`src/rtl/dmem_arbiter_if.sv`:
```
// Signal bundle between the CPU data bus, the auxiliary master, the data memory and dmem_arbiter.
// The arbiter takes the slave view; the surrounding COMPUTER level drives through the master view.
interface dmem_arbiter_if;
    logic        iCpuReadEnable;
    logic        iCpuWriteEnable;
    logic [3:0]  iCpuByteEnable;
    logic [63:0] iCpuAddress;
    logic [63:0] iCpuWriteData;
    logic [63:0] oCpuReadData;

    logic        iAuxReq;
    logic        iAuxWrite;
    logic [3:0]  iAuxByteEnable;
    logic [63:0] iAuxAddress;
    logic [63:0] iAuxWriteData;
    logic        oAuxAck;
    logic [63:0] oAuxReadData;

    logic        oMemReadEnable;
    logic        oMemWriteEnable;
    logic [3:0]  oMemByteEnable;
    logic [63:0] oMemAddress;
    logic [63:0] oMemWriteData;
    logic [63:0] iMemReadData;

    logic        oFreeze;
    logic        oBusy;

    modport slave (
        input  iCpuReadEnable, iCpuWriteEnable, iCpuByteEnable, iCpuAddress, iCpuWriteData,
        output oCpuReadData,
        input  iAuxReq, iAuxWrite, iAuxByteEnable, iAuxAddress, iAuxWriteData,
        output oAuxAck, oAuxReadData,
        output oMemReadEnable, oMemWriteEnable, oMemByteEnable, oMemAddress, oMemWriteData,
        input  iMemReadData,
        output oFreeze, oBusy
    );

    modport master (
        output iCpuReadEnable, iCpuWriteEnable, iCpuByteEnable, iCpuAddress, iCpuWriteData,
        input  oCpuReadData,
        output iAuxReq, iAuxWrite, iAuxByteEnable, iAuxAddress, iAuxWriteData,
        input  oAuxAck, oAuxReadData,
        input  oMemReadEnable, oMemWriteEnable, oMemByteEnable, oMemAddress, oMemWriteData,
        output iMemReadData,
        input  oFreeze, oBusy
    );
endinterface

```
`src/rtl/dmem_arbiter.sv`:
```
// Shares the data-memory port between the CPU (always preferred) and one auxiliary master.
// A starved aux request freezes the CPU clock for two cycles and forces its access through.
module dmem_arbiter #(
    parameter int MAX_WAIT = 16,
    parameter int READ_LAT = 1
) (
    input logic           iCLK,
    input logic           iRST,
    dmem_arbiter_if.slave bus
);

    typedef enum logic [2:0] {
        S_IDLE,
        S_WAIT,
        S_FREEZE,
        S_ISSUE,
        S_RDWAIT,
        S_DONE
    } state_t;

    localparam logic [7:0] WAIT_LAST = 8'(MAX_WAIT - 1);
    localparam logic [2:0] RD_LAST   = 3'(READ_LAT - 1);

    state_t      state;
    state_t      next_state;
    logic [7:0]  wait_cnt;
    logic [2:0]  rd_cnt;
    logic        aux_write_q;
    logic [3:0]  aux_be_q;
    logic [63:0] aux_addr_q;
    logic [63:0] aux_wdata_q;
    logic [63:0] aux_rdata_q;
    logic        freeze_q;
    logic        cpu_busy;
    logic        aux_owns_bus;
    logic        aux_start;
    logic        rd_last;

    assign cpu_busy  = bus.iCpuReadEnable | bus.iCpuWriteEnable;
    assign aux_start = (state == S_IDLE) && bus.iAuxReq;
    assign rd_last   = (state == S_RDWAIT) && (rd_cnt == RD_LAST);

    // A CPU-idle cycle in WAIT wins over the starvation check, so a late grant never freezes.
    always_comb begin
        next_state   = state;
        aux_owns_bus = 1'b0;
        case (state)
            S_IDLE: begin
                if (bus.iAuxReq) begin
                    next_state = S_WAIT;
                end
            end
            S_WAIT: begin
                if (!cpu_busy) begin
                    aux_owns_bus = 1'b1;
                    next_state   = aux_write_q ? S_DONE : S_RDWAIT;
                end else if (wait_cnt == WAIT_LAST) begin
                    next_state = S_FREEZE;
                end
            end
            S_FREEZE: begin
                next_state = S_ISSUE;
            end
            S_ISSUE: begin
                aux_owns_bus = 1'b1;
                next_state   = aux_write_q ? S_DONE : S_RDWAIT;
            end
            S_RDWAIT: begin
                if (rd_last) begin
                    next_state = S_DONE;
                end
            end
            S_DONE: begin
                next_state = S_IDLE;
            end
            default: begin
                next_state = S_IDLE;
            end
        endcase
    end

    always_ff @(posedge iCLK) begin
        if (iRST) begin
            state    <= S_IDLE;
            freeze_q <= 1'b0;
        end else begin
            state    <= next_state;
            freeze_q <= (next_state == S_FREEZE) || (next_state == S_ISSUE);
        end
    end

    // Aux fields are sampled once on acceptance; later changes on the aux inputs are ignored.
    always_ff @(posedge iCLK) begin
        if (iRST) begin
            aux_write_q <= 1'b0;
            aux_be_q    <= 4'h0;
            aux_addr_q  <= 64'h0;
            aux_wdata_q <= 64'h0;
        end else if (aux_start) begin
            aux_write_q <= bus.iAuxWrite;
            aux_be_q    <= bus.iAuxByteEnable;
            aux_addr_q  <= bus.iAuxAddress;
            aux_wdata_q <= bus.iAuxWriteData;
        end
    end

    always_ff @(posedge iCLK) begin
        if (iRST) begin
            wait_cnt <= 8'h00;
        end else if (aux_start) begin
            wait_cnt <= 8'h00;
        end else if ((state == S_WAIT) && cpu_busy && (wait_cnt != 8'hFF)) begin
            wait_cnt <= wait_cnt + 8'h01;
        end
    end

    // rd_cnt runs from 0 in the first cycle after issue; the last count lines up with valid data.
    always_ff @(posedge iCLK) begin
        if (iRST) begin
            rd_cnt      <= 3'h0;
            aux_rdata_q <= 64'h0;
        end else begin
            rd_cnt <= (state == S_RDWAIT) ? rd_cnt + 3'h1 : 3'h0;
            if (rd_last) begin
                aux_rdata_q <= bus.iMemReadData;
            end
        end
    end

    assign bus.oMemReadEnable  = aux_owns_bus ? ~aux_write_q : bus.iCpuReadEnable;
    assign bus.oMemWriteEnable = aux_owns_bus ? aux_write_q  : bus.iCpuWriteEnable;
    assign bus.oMemByteEnable  = aux_owns_bus ? aux_be_q     : bus.iCpuByteEnable;
    assign bus.oMemAddress     = aux_owns_bus ? aux_addr_q   : bus.iCpuAddress;
    assign bus.oMemWriteData   = aux_owns_bus ? aux_wdata_q  : bus.iCpuWriteData;

    assign bus.oCpuReadData = bus.iMemReadData;
    assign bus.oAuxReadData = aux_rdata_q;
    assign bus.oAuxAck      = (state == S_DONE);
    assign bus.oBusy        = (state != S_IDLE);
    assign bus.oFreeze      = freeze_q;

endmodule

```
`src/flat_wrapper.sv`:
```
// flat-port wrapper written by rule: the top's interface ports become plain ports
module dmem_arbiter_flat 
#(
    parameter int MAX_WAIT = 16,
    parameter int READ_LAT = 1
)
  (iCLK, iRST, bus_iCpuReadEnable, bus_iCpuWriteEnable, bus_iCpuByteEnable, bus_iCpuAddress, bus_iCpuWriteData, bus_oCpuReadData, bus_iAuxReq, bus_iAuxWrite, bus_iAuxByteEnable, bus_iAuxAddress, bus_iAuxWriteData, bus_oAuxAck, bus_oAuxReadData, bus_oMemReadEnable, bus_oMemWriteEnable, bus_oMemByteEnable, bus_oMemAddress, bus_oMemWriteData, bus_iMemReadData, bus_oFreeze, bus_oBusy);
  dmem_arbiter_if bus_i ();
  input logic iCLK;
  input logic iRST;
  input wire logic [$bits(bus_i.iCpuReadEnable)-1:0] bus_iCpuReadEnable;
  input wire logic [$bits(bus_i.iCpuWriteEnable)-1:0] bus_iCpuWriteEnable;
  input wire logic [$bits(bus_i.iCpuByteEnable)-1:0] bus_iCpuByteEnable;
  input wire logic [$bits(bus_i.iCpuAddress)-1:0] bus_iCpuAddress;
  input wire logic [$bits(bus_i.iCpuWriteData)-1:0] bus_iCpuWriteData;
  output wire logic [$bits(bus_i.oCpuReadData)-1:0] bus_oCpuReadData;
  input wire logic [$bits(bus_i.iAuxReq)-1:0] bus_iAuxReq;
  input wire logic [$bits(bus_i.iAuxWrite)-1:0] bus_iAuxWrite;
  input wire logic [$bits(bus_i.iAuxByteEnable)-1:0] bus_iAuxByteEnable;
  input wire logic [$bits(bus_i.iAuxAddress)-1:0] bus_iAuxAddress;
  input wire logic [$bits(bus_i.iAuxWriteData)-1:0] bus_iAuxWriteData;
  output wire logic [$bits(bus_i.oAuxAck)-1:0] bus_oAuxAck;
  output wire logic [$bits(bus_i.oAuxReadData)-1:0] bus_oAuxReadData;
  output wire logic [$bits(bus_i.oMemReadEnable)-1:0] bus_oMemReadEnable;
  output wire logic [$bits(bus_i.oMemWriteEnable)-1:0] bus_oMemWriteEnable;
  output wire logic [$bits(bus_i.oMemByteEnable)-1:0] bus_oMemByteEnable;
  output wire logic [$bits(bus_i.oMemAddress)-1:0] bus_oMemAddress;
  output wire logic [$bits(bus_i.oMemWriteData)-1:0] bus_oMemWriteData;
  input wire logic [$bits(bus_i.iMemReadData)-1:0] bus_iMemReadData;
  output wire logic [$bits(bus_i.oFreeze)-1:0] bus_oFreeze;
  output wire logic [$bits(bus_i.oBusy)-1:0] bus_oBusy;
  assign bus_i.iCpuReadEnable = bus_iCpuReadEnable;
  assign bus_i.iCpuWriteEnable = bus_iCpuWriteEnable;
  assign bus_i.iCpuByteEnable = bus_iCpuByteEnable;
  assign bus_i.iCpuAddress = bus_iCpuAddress;
  assign bus_i.iCpuWriteData = bus_iCpuWriteData;
  assign bus_oCpuReadData = bus_i.oCpuReadData;
  assign bus_i.iAuxReq = bus_iAuxReq;
  assign bus_i.iAuxWrite = bus_iAuxWrite;
  assign bus_i.iAuxByteEnable = bus_iAuxByteEnable;
  assign bus_i.iAuxAddress = bus_iAuxAddress;
  assign bus_i.iAuxWriteData = bus_iAuxWriteData;
  assign bus_oAuxAck = bus_i.oAuxAck;
  assign bus_oAuxReadData = bus_i.oAuxReadData;
  assign bus_oMemReadEnable = bus_i.oMemReadEnable;
  assign bus_oMemWriteEnable = bus_i.oMemWriteEnable;
  assign bus_oMemByteEnable = bus_i.oMemByteEnable;
  assign bus_oMemAddress = bus_i.oMemAddress;
  assign bus_oMemWriteData = bus_i.oMemWriteData;
  assign bus_i.iMemReadData = bus_iMemReadData;
  assign bus_oFreeze = bus_i.oFreeze;
  assign bus_oBusy = bus_i.oBusy;
  dmem_arbiter #(.MAX_WAIT(MAX_WAIT), .READ_LAT(READ_LAT)) u_core (.iCLK(iCLK), .iRST(iRST), .bus(bus_i));
endmodule
```
`config.mk`:
```
export PLATFORM = sky130hd
export DESIGN_NAME = dmem_arbiter_flat
export DESIGN_NICKNAME = d
export VERILOG_FILES = /design/src/rtl/dmem_arbiter_if.sv /design/src/rtl/dmem_arbiter.sv /design/src/flat_wrapper.sv
export SDC_FILE = /design/constraint.sdc
export NUM_CORES = 1
export LEC_CHECK = 0
export CORE_AREA = 2 2 233 235
export DETAILED_ROUTE_END_ITERATION = 16
export DIE_AREA = 0 0 235 237
export RECOVER_POWER = 50
export SETUP_SLACK_MARGIN = 0.05
export SYNTH_ARGS = -nofsm -noshare
export SYNTH_HDL_FRONTEND = slang
export SYNTH_SLANG_ARGS = --single-unit
```
`constraint.sdc`:
```
create_clock -name iCLK -period 2.3 [get_ports iCLK]
set_input_delay 0.345 -clock iCLK [delete_from_list [all_inputs] [get_ports iCLK]]
set_output_delay 0.345 -clock iCLK [all_outputs]
set_load 0.005 [all_outputs]
```
# Word-level counts from Yosys, hierarchy flattened
# Index checks and enable logic that the tools add are counted.
# totals
regBits	212
output_inout_bits	265
wordCells	46
# op_classes
n_addsub	2
eq_ne	9
mux	13
bitwise	3
reduce_logical	10
# ops
operator	count
$mux 64	2
$pmux 3 s5	1
$eq 3x2->1 const B	4
$mux 3	4
$add 8x1->8 const B	1
$eq 8x4->1 const B	1
$ne 8x8->1 const B	1
$eq 3x3->1 const B	2
$logic_not 3->1	2
$logic_and 1x1->1	4
$mux 1	4
$mux 4	1
$reduce_or 2->1	2
$add 3x1->3 const B	1
$eq 3x1->1 const B	1
$reduce_bool 3->1	1
$not 1->1	2
$pmux 1 s2	1
$logic_or 1x1->1	1
$or 1x1->1	1

# Logic depth before layout (Yosys ltp)
# Gate-level depths: netlist (run 1).
# logic_depth
ltp_word	6
mapped_depth	8

# Worst setup path after synthesis (run 1)
# Ideal clock, no wire load.
# synth_path
kind	register to output
startpoint	reg u_core.state[1]
endpoint	out bus_oMemAddress[30]
arrival_ns	1.622
required_ns	1.955
path_slack_ns	0.333
path_stages_with_launch	7
path_buffers	3
cell_sequence	dfxtp_1 -> buf_2 -> o21bai_1 -> nand2_1 -> buf_2 -> buf_2 -> mux2_2
# synth_between
elab_chain_len	3
elab_cells_between_ends	4
classes_between	2 x eq/ne; 2 x mux
# synth_lines
item	line	source
start: declaration	dmem_arbiter.sv:24	state_t state;
start signal: assignment	dmem_arbiter.sv:87	state <= next_state;
$eq 3x2->1 / $eq 3x1->1 (equally long branches)	dmem_arbiter.sv:47	case (state)
$pmux 1 s2 (*)	dmem_arbiter.sv:47	
$mux 64 (*)	dmem_arbiter.sv:133	assign bus.oMemAddress = aux_owns_bus ? aux_addr_q : bus.iCpuAddress;
end: declaration	flat_wrapper.sv:27	output wire logic [$bits(bus_i.oMemAddress)-1:0] bus_oMemAddress;
# Mark *: on every way between the ends. The rest lies on a longest branch, timed or not.

# Worst setup path in the final report (run 1)
# layout_path
startpoint	reg u_core.state[0]
endpoint	out bus_oMemAddress[29]
# The elaborated chain is that of the path after synthesis.

==> run summary, run 1 <==
The flow ran to the end, but the final reports show violations. The final reports fail on negative setup slack. The tightest slew margin relative to the limit is 53.2%. Data arrives at the worst endpoint at 2.20 ns. In this run the critical register-to-register path is captured at u_core.aux_addr_q[9]. The run gives 432 as the violation count after the first detailed-routing iteration.

For hold timing, the worst endpoint is u_core.aux_wdata_q[41]. The tools report the number of max-slew violations in the final report as 0. The clock net in this run drives a total of 212 sinks. The core region is 53,300 um^2.

The logs give 5,381 for the total of fill cells in the finished design and 0.280 ns for the tightest hold margin. The tool flagged a number of max-cap violations equal to 0. The tools report the register-to-register path setup slack as -0.03 ns. Global routing finished with a remaining overflow of 0. By startpoint and endpoint, the worst setup path is classified as register to primary output.

After synthesis, the mean cell area works out to 8.26 um^2. The number of vias per cell after detailed routing is 4.12, and the remaining design rule violation count is 0. The initial core utilization is 18.0%. For this run, the post-layout net count is 2,102. The async set-reset flop share out of synthesis works out to 0%. Timing would allow up to 393 MHz. Largest fanout on the critical path: 4. The I/O pin count came out at 599.

The worst setup path is launched from a register. The tools report the pin count of the biggest net entering global routing as 93. The transition time at the pin with the least slew margin was 0.701 ns; the die area was 55,700 um^2.

The post-synthesis cell type with the largest combined area is sky130_fd_sc_hd__dfxtp_1. The final layout contains routed wiring with a total length of 42.8 mm. The worst register-to-register path begins at u_core.state[2].

Synthesis instantiated 38 different standard cells from the library. The class of the worst hold path was primary input to register. Leaving out fill and tap cells, the most frequent cell in the layout is sky130_fd_sc_hd__nand2_1.

The worst path uses 111% of the clock period. Clock-pin slew was measured on the worst setup and hold paths at 0.06 ns. The HPWL after detailed placement is 30.8 mm. The tools report the required arrival time at the worst endpoint as 1.96 ns. For this design the static power due to leakage is 7.68 nW. Dividing the detail-routed wire length by the instance count gives 17.3 um. The share of total power dissipated in the clock network is 39.5%. The run gives 0.933 as the final weighted congestion in routability-driven placement. In this run, synthesis produced a sequential element count of 212.

The minimum setup slack in the final design was -0.245 ns; the count of warnings emitted by yosys was 0. The final number of hold-violating endpoints came out at 0. The pre-antenna-repair detailed-routing pass consisted of 4 iterations.

VDD sags by at most 453 uV. Setup repair after global routing could not meet its margin everywhere. The number of antenna violations at the first check in global routing is 12, and the cell-internal power is 0.00779 W. Summing over every cut layer, the via total after detailed routing is 10,200.

The fraction of layout instances using a drive strength above 1 came out at 23.3%. The critical hold path startpoint is iRST. Most used flip-flop cell after synthesis: sky130_fd_sc_hd__dfxtp_1. Setup violations remaining at the end of the flow were counted as 149. The die is 237 um tall. The final critical path time including I/O delays and setup was 2.55 ns; the number of nets produced by synthesis was 1,500. The root buffer cell chosen for the clock tree is sky130_fd_sc_hd__clkbuf_16. Proportion of netlist area held by the largest area contributor: 44.2%.

The longest clock path from root to sink contains 3 buffers. TritonCTS built the clock tree. The synthesized design contains 0 enable-type register cells. By area the synthesized netlist is led by sky130_fd_sc_hd__dfxtp_1 (44%), sky130_fd_sc_hd__nand2_1 (16%), sky130_fd_sc_hd__mux2_2 (15%), sky130_fd_sc_hd__a21oi_1 (10%), sky130_fd_sc_hd__buf_4 (5.6%). For the worst-skew pair, the clock arrives at the later sink with an insertion delay of 0.54 ns. Overall fraction of global-route tracks in use: 14.4%. The logs give 85 for the site row count and 22.0% for the combinational share of power. The logic depth of the worst register-to-register path came out at 7.

The synthesized netlist occupies a cell area of 9600 um^2. The clock arrives with 0.0119 ns of skew. The logs give 1,163 for the gate count of the mapped netlist and 26 for the number of buffers added by the clock tree synthesis step.

The die is 235 um wide. The port buffer count came out at 598. The library cells used most frequently in the layout, excluding fill and tap cells, are sky130_fd_sc_hd__nand2_1 (403), sky130_fd_sc_hd__clkdlybuf4s50_1 (349), sky130_fd_sc_hd__dfxtp_1 (210). The share of power burned in registers was 38.4%. The number of nets with antenna violations after routing is 0, and the area overhead of the layout relative to synthesis is 90.5%.

After detailed placement, the total cell area comes to 16,000 um^2. The tools report the global-route wire length before repair as 62.5 mm. The run gives 10,200 as the via count of the first global-routing pass. The tools report the H-tree depth as 1. Along the worst hold path, the cell count comes to 2.

The tools report the element type at the critical path end as a primary output. Summed over all nets, the switching power comes to 0.00263 W. The sequential fraction of the synthesis area came out at 44.2%. In this run the power density over the cells is 570 nW/um^2. In this run switching power makes up 25.3% of total power. The finished cells cover 18,300 um^2.
-- critical path, stage by stage (launching register included) --
cell and delay, ns:
sky130_fd_sc_hd__dfxtp_2 0.33, sky130_fd_sc_hd__nor2b_4 0.17, sky130_fd_sc_hd__nand2_4 0.10, sky130_fd_sc_hd__buf_12 0.15
sky130_fd_sc_hd__buf_12 0.13, sky130_fd_sc_hd__buf_12 0.12, sky130_fd_sc_hd__buf_16 0.13, sky130_fd_sc_hd__buf_12 0.12
sky130_fd_sc_hd__mux2_4 0.29, sky130_fd_sc_hd__buf_6 0.11
-- cell usage after synthesis, drive strengths merged, types with 2 or more instances --
cell type	instances
and4b	2
ha	3
dfxtp	212
nand3	3
or3b	2
clkbuf	44
inv	3
nand2	405
and3	2
nand4	2
nor3b	2
mux2	132
a41oi	2
buf	104
o21ai	2
nor3	10
nor4	2
and4	3
mux2i	2
nand2b	2
xnor2	2
a21oi	201
nor2	8
-- metrics by stage --
stage | std cells | worst slack, ns | utilization [%] | TNS [ns] | power, W
finish | 2482 | -0.245 | 34.3 | -14.83 | 0.0104
global route | 2479 | -0.318 | 34.3 | -31.35 | 0.0109
CTS | 2447 | -0.299 | 33.2 | -20.66 | 0.0105
detailed placement | 2345 | -0.356 | 30.0 | -36.69 | 0.00617
global placement | 2345 | -0.326 | 30.0 | -36.39 | 0.00616
floorplan | 1163 | 0.333 | - | 0 | 0.00482
-- power groups by stage --
stage / Clock [W] / Combinational (W) / Sequential, W
floorplan: 0 / 0.000798 / 0.00402
global placement: 0 / 0.00207 / 0.00408
detailed placement: 0 / 0.00209 / 0.00408
CTS: 0.00430 / 0.00219 / 0.00400
global route: 0.00442 / 0.00247 / 0.00402
finish: 0.00412 / 0.00230 / 0.00400
-- routing by layer --
metal | GRT usage, % | up-vias | wire (um)
met3 | 4.14 | 73 | 3380
met5 | 0 | - | 99
li1 | - | 5011 | -
met2 | 24.3 | 433 | 20300
met1 | 17.5 | 4687 | 17900
met4 | 4.49 | 16 | 1110
-- flip-flops by register name, indices dropped and copies added, names as in the netlist --
signal,flops
u_core.state,3
u_core.bus.oFreeze,1
u_core.aux_be_q,4
u_core.aux_wdata_q,64
u_core.aux_write_q,1
u_core.bus.oAuxReadData,64
u_core.wait_cnt,8
u_core.aux_addr_q,64
u_core.rd_cnt,3
-- cell type report --
type                       count  area (um^2)  area share [%]
antenna                        4         10.0          0.0547
clock buffer                  40          764            4.18
clock inverter                 5         82.6           0.451
inverter                       3         11.3          0.0616
multi-input combinational    800         4850            26.5
sequential                   212         4250            23.2
tap                          696          871            4.76
timing repair buffer         722         7460            40.8
-- cell families after synthesis --
| family | after synthesis | share of synthesized area, % |
|---|---|---|
| simple gates | 448 | 18.5 |
| flops | 212 | 44.2 |
| mux | 134 | 15.7 |
| compound gates | 212 | 11.4 |
| fa+ha+maj | 3 | 0.391 |
| xor+xnor | 3 | 0.274 |
| buf+inv | 151 | 9.56 |
-- worst max path at each step --
stage,from,slack [ns],end
4_1_cts,u_core.state[0],-0.30,bus_oMemWriteData[60]
3_3_place_gp,bus_iCpuWriteEnable,-0.33,bus_oMemAddress[19]
3_5_place_dp,bus_iCpuWriteEnable,-0.36,bus_oMemByteEnable[1]
6_report,u_core.state[0],-0.25,bus_oMemAddress[29]
5_1_grt,u_core.state[0],-0.32,bus_oMemAddress[29]
2_1_floorplan,u_core.state[1],0.33,bus_oMemAddress[30]
-- repair_timing --
action	CTS	global route
endpoints found under the hold margin	0	0
endpoints found under the setup margin	135	134
buffers inserted	47	41
gates resized for setup	467	221
hold buffers	0	0
gates cloned	10	2
pin swaps	1	1
No activity file was read; power rests on OpenSTA's default activity.
==> inputs of run 2 (changes only) <==
--- a/config.mk
+++ b/config.mk
@@ -8,6 +8,7 @@
 export CORE_AREA = 2 2 233 235
 export DETAILED_ROUTE_END_ITERATION = 16
 export DIE_AREA = 0 0 235 237
+export PLACE_DENSITY = 0.41
 export RECOVER_POWER = 50
 export SETUP_SLACK_MARGIN = 0.05
 export SYNTH_ARGS = -nofsm -noshare
==> run summary, run 2 (same netlist as run 1, synthesis figures left out) <==
The reported max-cap violation count was 0 (unchanged); the number of endpoints failing setup at the final stage was 120 (-19%). The critical path start-end classification is register to primary output. For the total net switching power, the log shows 0.00264 W (+0.29%). The non-filler instance count after layout is 2,449 (-1.3%). The fraction of layout instances using a drive strength above 1 was 22.0% (-1.4 points); the transition time at the pin with the least slew margin was 0.455 ns (-0.247 ns).

The remaining design rule violation count is 0 (unchanged), and the largest fanout on the critical path is 5 (+1). The critical path goes through o21bai_4, nand2_4, buf_6, buf_12, buf_12, clkbuf_16, mux2_2, clkbuf_2. The number of buffer and inverter instances along the worst setup path came out at 5 (-1). The logs give 2,351 (+0.26%) for the post-placement cell count and 69.7% (+16 points) for the tightest slew margin relative to the limit. The final critical path time including I/O delays and setup was 2.45 ns (-0.100 ns); the number of max-slew violations in the final report was 0 (unchanged). In this run the critical register-to-register path is launched from u_core.state[2]. The number of vias per cell after detailed routing was 4.05 (-1.7%). The startpoint kind of the worst setup timing path was a register. The buffer levels on the longest clock path was 3 (unchanged); the layout net count was 2,066 (-1.7%). Setup repair after global routing could not meet its margin everywhere. The horizontal die dimension came out at 235 um (unchanged). The upper clock frequency limit is 409 MHz (+4.1%), and the violation count after the first detailed-routing iteration is 314 (-27%). For the overall fraction of global-route tracks in use, the log shows 15.0% (+0.65 points). The final period utilization came out at 106% (-4.4 points).

The logic depth of the worst register-to-register path is 6 (-1), and the area overhead of the layout relative to synthesis is 85.6%. The clock transition at the register clock pins on the worst setup and hold paths after CTS came out at 0.06 ns (about the same). The pin count of the biggest net entering global routing is 88 (-5.4%), and the I/O pin count is 599 (unchanged).

The number of buffers added by the clock tree synthesis step was 27 (+3.8%). The run gives 18.0% (unchanged) as the initial core utilization. The logic depth of the worst path, buffers included works out to 8 (-1).

For the static power due to leakage, the log shows 7.09 nW (-7.7%). The tools report the source-to-sink clock delay at the later pin of the worst-skew pair as 0.54 ns (about the same). The worst register-to-register path ends at u_core.bus.oAuxReadData[30]. The number of sinks driven by the clock tree was 212 (unchanged).

Leaving out fill and tap cells, the most frequent cell in the layout is sky130_fd_sc_hd__clkdlybuf4s50_1. The logs give 37.8% (-0.6 points) for the share of power burned in registers and 5,544 (+3.0%) for the total of fill cells in the finished design. Capturing instance or port of the critical path: bus_oMemAddress[23]. On the critical path, the stage with the largest delay is an instance of sky130_fd_sc_hd__dfxtp_2. The combinational share of power was 20.9% (-1.1 points). The final reports fail on negative setup slack. The logs give 0.08 ns (+0.11 ns) for the register-to-register path setup slack and 64.2 mm (+2.8%) for the global-route wire length before repair.

The switching share of power came out at 24.9% (-0.33 points). Number of nets with antenna violations after routing: 0 (unchanged). The worst hold path depth was 2 (unchanged). The final number of hold-violating endpoints is 0 (unchanged). The port buffer count came out at 598 (unchanged). The H-tree depth was 1 (unchanged); the power density normalized to cell area was 595 nW/um^2 (+4.3%).

The clock network power share came out at 41.3% (+1.8 points). The run gives 33.0 mm (+7.4%) as the total half-perimeter wirelength after legalization and detailed placement. The run finished, with violations left. The tools report the element type at the critical path end as a primary output. The number of buffers inserted by hold repair at cts is 0 (unchanged), and the final weighted congestion in routability-driven placement is 0.777 (-17%). The run gives 0.00795 W (+2.1%) as the cell-internal power. For the required arrival time at the worst endpoint, the log shows 1.96 ns (about the same).

The first-pass detailed-route iteration total was 4 (unchanged); the data arrival time of the worst path was 2.10 ns (-0.10 ns). For the site row count, the log shows 85 (unchanged). The wire length reported by the detailed router was 44.5 mm (+3.8%); the count of vias placed by the detailed router was 9,913 (-3.0%).

In this design, the critical path's most frequently occurring cell is sky130_fd_sc_hd__buf_12. The run gives 0.0106 W (+1.6%) as the post-route total power. The delay of the slowest critical-path stage is 0.32 ns (about the same). The tools report the minimum setup slack in the final design as -0.145 ns (+0.100 ns).

The kind of cell with the highest combined delay along the critical path is buffers and inverters. The library cells used most frequently in the layout, excluding fill and tap cells, are sky130_fd_sc_hd__clkdlybuf4s50_1 (461), sky130_fd_sc_hd__nand2_1 (403), sky130_fd_sc_hd__dfxtp_1 (210). The die extent in y was 237 um (unchanged). For the number of antenna violations at the first check in global routing, the log shows 7 (-5).

The overflow left after global routing came out at 0 (unchanged). The class of the worst hold path was primary input to register. TritonCTS built the clock tree. The logs give 410 uV (-9.6%) for the maximum ir drop on the vdd rail and 53,300 um^2 (unchanged) for the core region area. The via count of the first global-routing pass is 9,895 (-3.0%), and the final routed wire length divided by cell count is 18.2 um (+5.2%). Root buffer selected by CTS: sky130_fd_sc_hd__clkbuf_16. The tools report the worst-case clock skew as 0.00859 ns (-0.00335 ns). The die area was 55,700 um^2 (unchanged). The source of the critical timing path was u_core.state[1].
## run 2: worst min-delay path by stage
stage / endpoint / startpoint
6_report: u_core.aux_write_q / iRST
4_1_cts: u_core.aux_wdata_q[49] / iRST
5_1_grt: u_core.aux_wdata_q[39] / iRST
3_3_place_gp: u_core.aux_addr_q[5] / u_core.aux_addr_q[5]
2_1_floorplan: u_core.rd_cnt[0] / u_core.rd_cnt[0]
3_5_place_dp: u_core.bus.oAuxReadData[21] / u_core.bus.oAuxReadData[21]
## run 2: what timing repair did
| action | 4_1_cts | 5_1_grt |
|---|---|---|
| setup buffers | 38 | 3 |
| endpoints found under the hold margin | 0 | 0 |
| endpoints found under the setup margin | 136 | 134 |
| pin swaps | 1 | 1 |
| gates resized for setup | 621 | 37 |
| cloned | 7 | 1 |
## run 2: worst register-to-register path, stage by stage (launching register included)
cell                       delay [ns]
sky130_fd_sc_hd__dfxtp_1         0.38
sky130_fd_sc_hd__clkbuf_1        0.27
sky130_fd_sc_hd__or3b_1          0.49
sky130_fd_sc_hd__or3b_2          0.53
sky130_fd_sc_hd__buf_12          0.21
sky130_fd_sc_hd__nand2_1         0.16
sky130_fd_sc_hd__a21oi_1         0.06
## run 2: power groups by stage
stage | sequential, W | clock, W | combinational (W)
floorplan | 0.00402 | 0 | 0.000798
global placement | 0.00409 | 0 | 0.00210
detailed placement | 0.00409 | 0 | 0.00211
CTS | 0.00401 | 0.00455 | 0.00223
global route | 0.00403 | 0.00471 | 0.00239
finish | 0.00401 | 0.00437 | 0.00221
## run 2: metrics by stage
step	hold slack [ns]	utilization, %	setup WS (ns)	TNS, ns	area (um^2)
global placement	0.441	30.2	-0.334	-39.43	16100
finish	0.151	33.4	-0.145	-10.77	17800
floorplan	0.429	-	0.333	0	9600
CTS	0.115	33.3	-0.265	-20.34	17800
global route	0.131	33.4	-0.229	-22.08	17800
detailed placement	0.446	30.2	-0.321	-37.17	16100
## run 2: layout make-up
| class | instances | area [um^2] | area share, % |
|---|---|---|---|
| Multi-Input combinational cell | 800 | 4720 | 26.5 |
| Clock inverter | 8 | 120 | 0.674 |
| Inverter | 3 | 11.3 | 0.0632 |
| Sequential cell | 212 | 4250 | 23.8 |
| Antenna cell | 4 | 10.0 | 0.0562 |
| Timing Repair Buffer | 685 | 7050 | 39.5 |
| Clock buffer | 41 | 798 | 4.48 |
| Tap cell | 696 | 871 | 4.89 |
## run 2: layer usage
layer / vias up / GRT usage [%] / wire (um)
met5: - / 0 / 59
met3: 60 / 4.60 / 3410
li1: 4942 / - / -
met4: 10 / 3.34 / 837
met1: 4534 / 17.8 / 18300
met2: 367 / 26.5 / 21900
==> RTL edit 1, RTL diff (settings of run 1) <==
Encoding of `state_t`: now Gray code (3 bits for 6 states).
--- a/src/rtl/dmem_arbiter.sv
+++ b/src/rtl/dmem_arbiter.sv
@@ -10,12 +10,12 @@
 );
 
     typedef enum logic [2:0] {
-        S_IDLE,
-        S_WAIT,
-        S_FREEZE,
-        S_ISSUE,
-        S_RDWAIT,
-        S_DONE
+        S_IDLE   = 3'b000,
+        S_WAIT   = 3'b001,
+        S_FREEZE = 3'b011,
+        S_ISSUE  = 3'b010,
+        S_RDWAIT = 3'b110,
+        S_DONE   = 3'b111
     } state_t;
 
     localparam logic [7:0] WAIT_LAST = 8'(MAX_WAIT - 1);
Formal check against the unedited RTL: same outputs for any inputs over 4 cycles, from zero or initial values and one cycle with iRST high; so few cycles prove little.
==> RTL edit 1 against run 1 <==
  * The run still ends with negative setup slack left
  * Setup slack lost 340 ps
  * Total power grew 1.1%
  * Routed wire length grew 6.7%
  * Cell area shrank 4.8%
  * Sequential cell count is the same
  * Area after synthesis grew 4.0%
  * Non-clock buffer count shrank 75
  * Cell count shrank 3.2%
  * Clock power shrank 3%
  * Worst hold slack lost 11 ps
  * Sequential power is essentially flat
  * First-iteration DRC count shrank 2.3%
  * Largest power group is now registers
==> RTL edit 1: results (changes against run 1) <==
Layout Cells excl Fill 2402 (-3.2%); first drt pass iteration count 5 (+1); crit path DAT 2540 ps (+340 ps); Worst path max stage delay 460 ps (+130 ps); met1 Use GR 17.7% (+0.20 points); initial antenna violation count 6 (-6); Clk pin slew, worst setup/hold paths roughly 50 ps; gpl congestion 0.854 (-8.5%); H-tree depth 1 (unchanged); 1st-iter DRT viols 422 (-2.3%); Setup-failing EPs final 135 (-9.4%); Hold Path Class in -> reg; Clk Latency, worst-skew pair between 500 and 600 ps; ant diodes 0 (-4); Critical-path top delay cell clkdlybuf4s50_1; yosys warns 0 (unchanged); average size of a mapped cell 8.56 sq um (+3.7%); critical path's top delay family buffers and inverters; Least-Margin Pin Slew 641 ps (-60.4 ps); predominant post-synthesis flop cell dfxtp_1; CTS buffer count 25 (-3.8%); DPL Wire Length 36200 um (+18%); Tot GR Track Use 15.4% (+1.0 points); failing checks negative setup slack; share of cells above drive strength 1 15.9% (-7.4 points); GR Layer Usage met2 27.7% (+3.4 points); Cell Area, Placed 16500 sq um (+2.9%); Final Worst Setup Slack -580 ps (-335 ps); CTS Root Cell clkbuf_16; largest net degree at the start of global routing 73 (-22%); post-synthesis sequential area ratio 42.5% (-1.7 points); Synth area leaders dfxtp_1, nand2_1, mux2_4, a21oi_1, mux2_2; Worst IR Drop VDD 0.384 mV (-15%); Fill cells 5471 (+1.7%); post-synthesis net count 1503 (+0.20%); status complete, but fails checks; Final Skew 10.5 ps (-1.41 ps); GRT met3 Usage 4.87% (+0.73 points); nets@finish 2029 (-3.5%); vias per cell 4.18 (+1.5%); number of global-route vias before repair 10100 (-0.94%); clk buf depth 3 (unchanged); Synth cell types 46 (+21%); crit-path max FO 13 (+9); WL/cell 19.0 um (+10%); async set-reset flop share out of synthesis 0% (unchanged); PortBufs 598 (unchanged); most frequent cells after synthesis nand2_1, dfxtp_1, a21oi_1; Pleak 6.81 nW (-11%); # hold bufs at CTS 0 (unchanged); global-route wire length before repair 65600 um (+4.9%)
[RTL edit 1: cell type report]
| cell class | instances | area (sq um) | area share (%) |
|---|---|---|---|
| well taps | 696 | 871 | 5.00 |
| inverters | 6 | 22.5 | 0.129 |
| repair buffers | 647 | 6580 | 37.8 |
| clock inverters | 3 | 43.8 | 0.251 |
| multi-input cells | 800 | 4880 | 28.0 |
| clock buffers | 38 | 774 | 4.45 |
| flip-flops and latches | 212 | 4250 | 24.4 |
[RTL edit 1: worst paths after layout]
kind | from | depth (start not counted) | slack (ps) | endpoint
max reg2reg | u_core.state[0] | 7 | 180 | u_core.aux_wdata_q[47]
max | u_core.state[0] | 8 | -580 | bus_oMemWriteData[7]
min reg2reg | u_core.bus.oAuxReadData[7] | 2 | 450 | u_core.bus.oAuxReadData[7]
min | iRST | 2 | 270 | u_core.aux_addr_q[10]
[RTL edit 1: kinds of logic after synthesis]
family	count (synthesis)	share of synthesized area (%)
and+or+nand+nor	440	17.7
AOI/OAI and AO/OA	223	11.8
DFF	212	42.5
buffers and inverters	154	9.58
muxes	132	17.9
adders and majority gates	3	0.376
xor gates and xnor gates	2	0.176
[RTL edit 1: where the power goes]
group,internal [mW],switching (mW),total (mW)
Clock,2.40,1.60,4.00
Sequential,3.87,0.130,4.00
Combinational,1.53,1.01,2.54
Total,7.80,2.74,10.5
[RTL edit 1: metal layers]
metal,vias to the layer above,wire (um)
met2,430,23000
li1,4853,-
met1,4699,18100
met3,49,3840
met4,12,741
met5,-,62
[RTL edit 1: worst reg2reg max path, cell delays in order, from the launching register on]
cell and delay [ps]:
dfxtp_2 320, buf_4 130, buf_4 160, nor3_1 390, nand2_4 410, buf_12 420, nand2_1 110, a21oi_1 60
[RTL edit 1: per-stage QoR]
stage,TNS (ps),setup slack (ps)
floorplan,0,439
global placement,-57400,-523
detailed placement,-55740,-505
CTS,-65970,-628
global route,-61970,-679
finish,-47660,-580
[RTL edit 1: what timing repair did]
action	in CTS	in global routing
buffers inserted	0	0
cloned	0	1
resized for setup	102	82
setup endpoints to repair	135	136
==> RTL edit 2, RTL diff (config.mk and constraints of run 1) <==
Without the edit above. `MAX_WAIT` is set to 16 in 2 places; all go to 12.
--- a/src/rtl/dmem_arbiter.sv
+++ b/src/rtl/dmem_arbiter.sv
@@ -1,7 +1,7 @@
 // Shares the data-memory port between the CPU (always preferred) and one auxiliary master.
 // A starved aux request freezes the CPU clock for two cycles and forces its access through.
 module dmem_arbiter #(
-    parameter int MAX_WAIT = 16,
+    parameter int MAX_WAIT = 12,
     parameter int READ_LAT = 1
 ) (
     input logic           iCLK,
--- a/src/flat_wrapper.sv
+++ b/src/flat_wrapper.sv
@@ -1,7 +1,7 @@
 // flat-port wrapper written by rule: the top's interface ports become plain ports
 module dmem_arbiter_flat 
 #(
-    parameter int MAX_WAIT = 16,
+    parameter int MAX_WAIT = 12,
     parameter int READ_LAT = 1
 )
   (iCLK, iRST, bus_iCpuReadEnable, bus_iCpuWriteEnable, bus_iCpuByteEnable, bus_iCpuAddress, bus_iCpuWriteData, bus_oCpuReadData, bus_iAuxReq, bus_iAuxWrite, bus_iAuxByteEnable, bus_iAuxAddress, bus_iAuxWriteData, bus_oAuxAck, bus_oAuxReadData, bus_oMemReadEnable, bus_oMemWriteEnable, bus_oMemByteEnable, bus_oMemAddress, bus_oMemWriteData, bus_iMemReadData, bus_oFreeze, bus_oBusy);
Check against the original RTL: same outputs for any inputs over 4 cycles, from zero or initial values and one cycle with iRST high; that may be too few to reach the edited logic, so the function may still have changed.
==> RTL edit 2 against run 1 <==
  * The run still ends with negative setup slack left
  * Critical path depth down 3
  * Cell area decreased by 5.7%
  * Non-clock buffer count fell by 51
  * Area after synthesis hardly changed
  * Sequential power about the same
  * Die area unchanged
  * Setup slack lost 83 ps
  * Cell count shrank 2.2%
  * First-iteration DRC count is 42% lower
  * Sequential cell count is the same
  * Routed wire length shrank 11%
  * Count of clock-buffer cells in the layout shrank 6
  * Largest power group is now registers
  * Critical path type unchanged
  * Register-to-register slack gained 40 ps
  * Critical endpoint is now bus_oMemWriteData[18]
  * Total power decreased by 3.7%
==> RTL edit 2: results (changes against run 1) <==
status complete, but fails checks; failing checks negative setup slack; crit path DAT 2280 ps (+80 ps); count of multi-input gates 797 (-0.38%); Final Worst Setup Slack -328 ps (-83.3 ps); Cell Area, Placed 16200 sq um (+0.99%); Crit. Startpoint u_core.state[1]; FF-to-FF End u_core.aux_addr_q[45]; WL met2 19300 um (-5.1%); clkbuf count 34 (-15%); Tot GR Track Use 12.6% (-1.8 points); Worst IR Drop VDD 0.392 mV (-13%); Synth area leaders dfxtp_1, nand2_1, mux2_2, a21oi_1, buf_4; Pwr Density 582 nW/um^2 (+2.1%); post-synthesis net count 1499 (-0.067%); Setup-failing EPs final 117 (-21%); R2R setup slack 10 ps (+40 ps); average size of a mapped cell 8.26 sq um (about the same); Layout Cells excl Fill 2427 (-2.2%); Fill cells 5509 (+2.4%); 1st-iter DRT viols 252 (-42%); vias per cell 4.10 (-0.47%); most frequent cells after synthesis nand2_1, dfxtp_1, a21oi_1; Critical-path top delay cell clkdlybuf4s50_1; Area Growth Syn to Fin 79.9%; XOR/XNOR share of the synthesized area 0.183% (-0.091 points); mux contribution to synthesized area 15.6% (-0.094 points); global-route wire length before repair 55900 um (-11%); NonClk Buf Share 38.6% (-2.1 points); crit-path max FO 11 (+7); WL/cell 15.7 um (-9.3%)
-- RTL edit 2: worst min-delay path by stage --
stage | depth (start not counted) | endpoint | start | slack, ps
after floorplan | 1 | u_core.rd_cnt[0] | u_core.rd_cnt[0] | 430
after global placement | 1 | u_core.rd_cnt[0] | u_core.rd_cnt[0] | 440
after detailed placement | 2 | u_core.bus.oAuxReadData[20] | u_core.bus.oAuxReadData[20] | 450
after CTS | 2 | u_core.aux_wdata_q[34] | iRST | 200
after global routing | 2 | u_core.aux_wdata_q[48] | iRST | 220
final | 2 | u_core.aux_wdata_q[48] | iRST | 230
-- RTL edit 2: repair_timing --
| action | CTS | global route |
|---|---|---|
| hold endpoints to repair | 0 | 0 |
| endpoints found under the setup margin | 135 | 159 |
| pin swaps | 0 | 2 |
| buffers inserted | 4 | 16 |
| hold buffers | 0 | 0 |
| resized for setup | 89 | 148 |
| cloned | 1 | 0 |
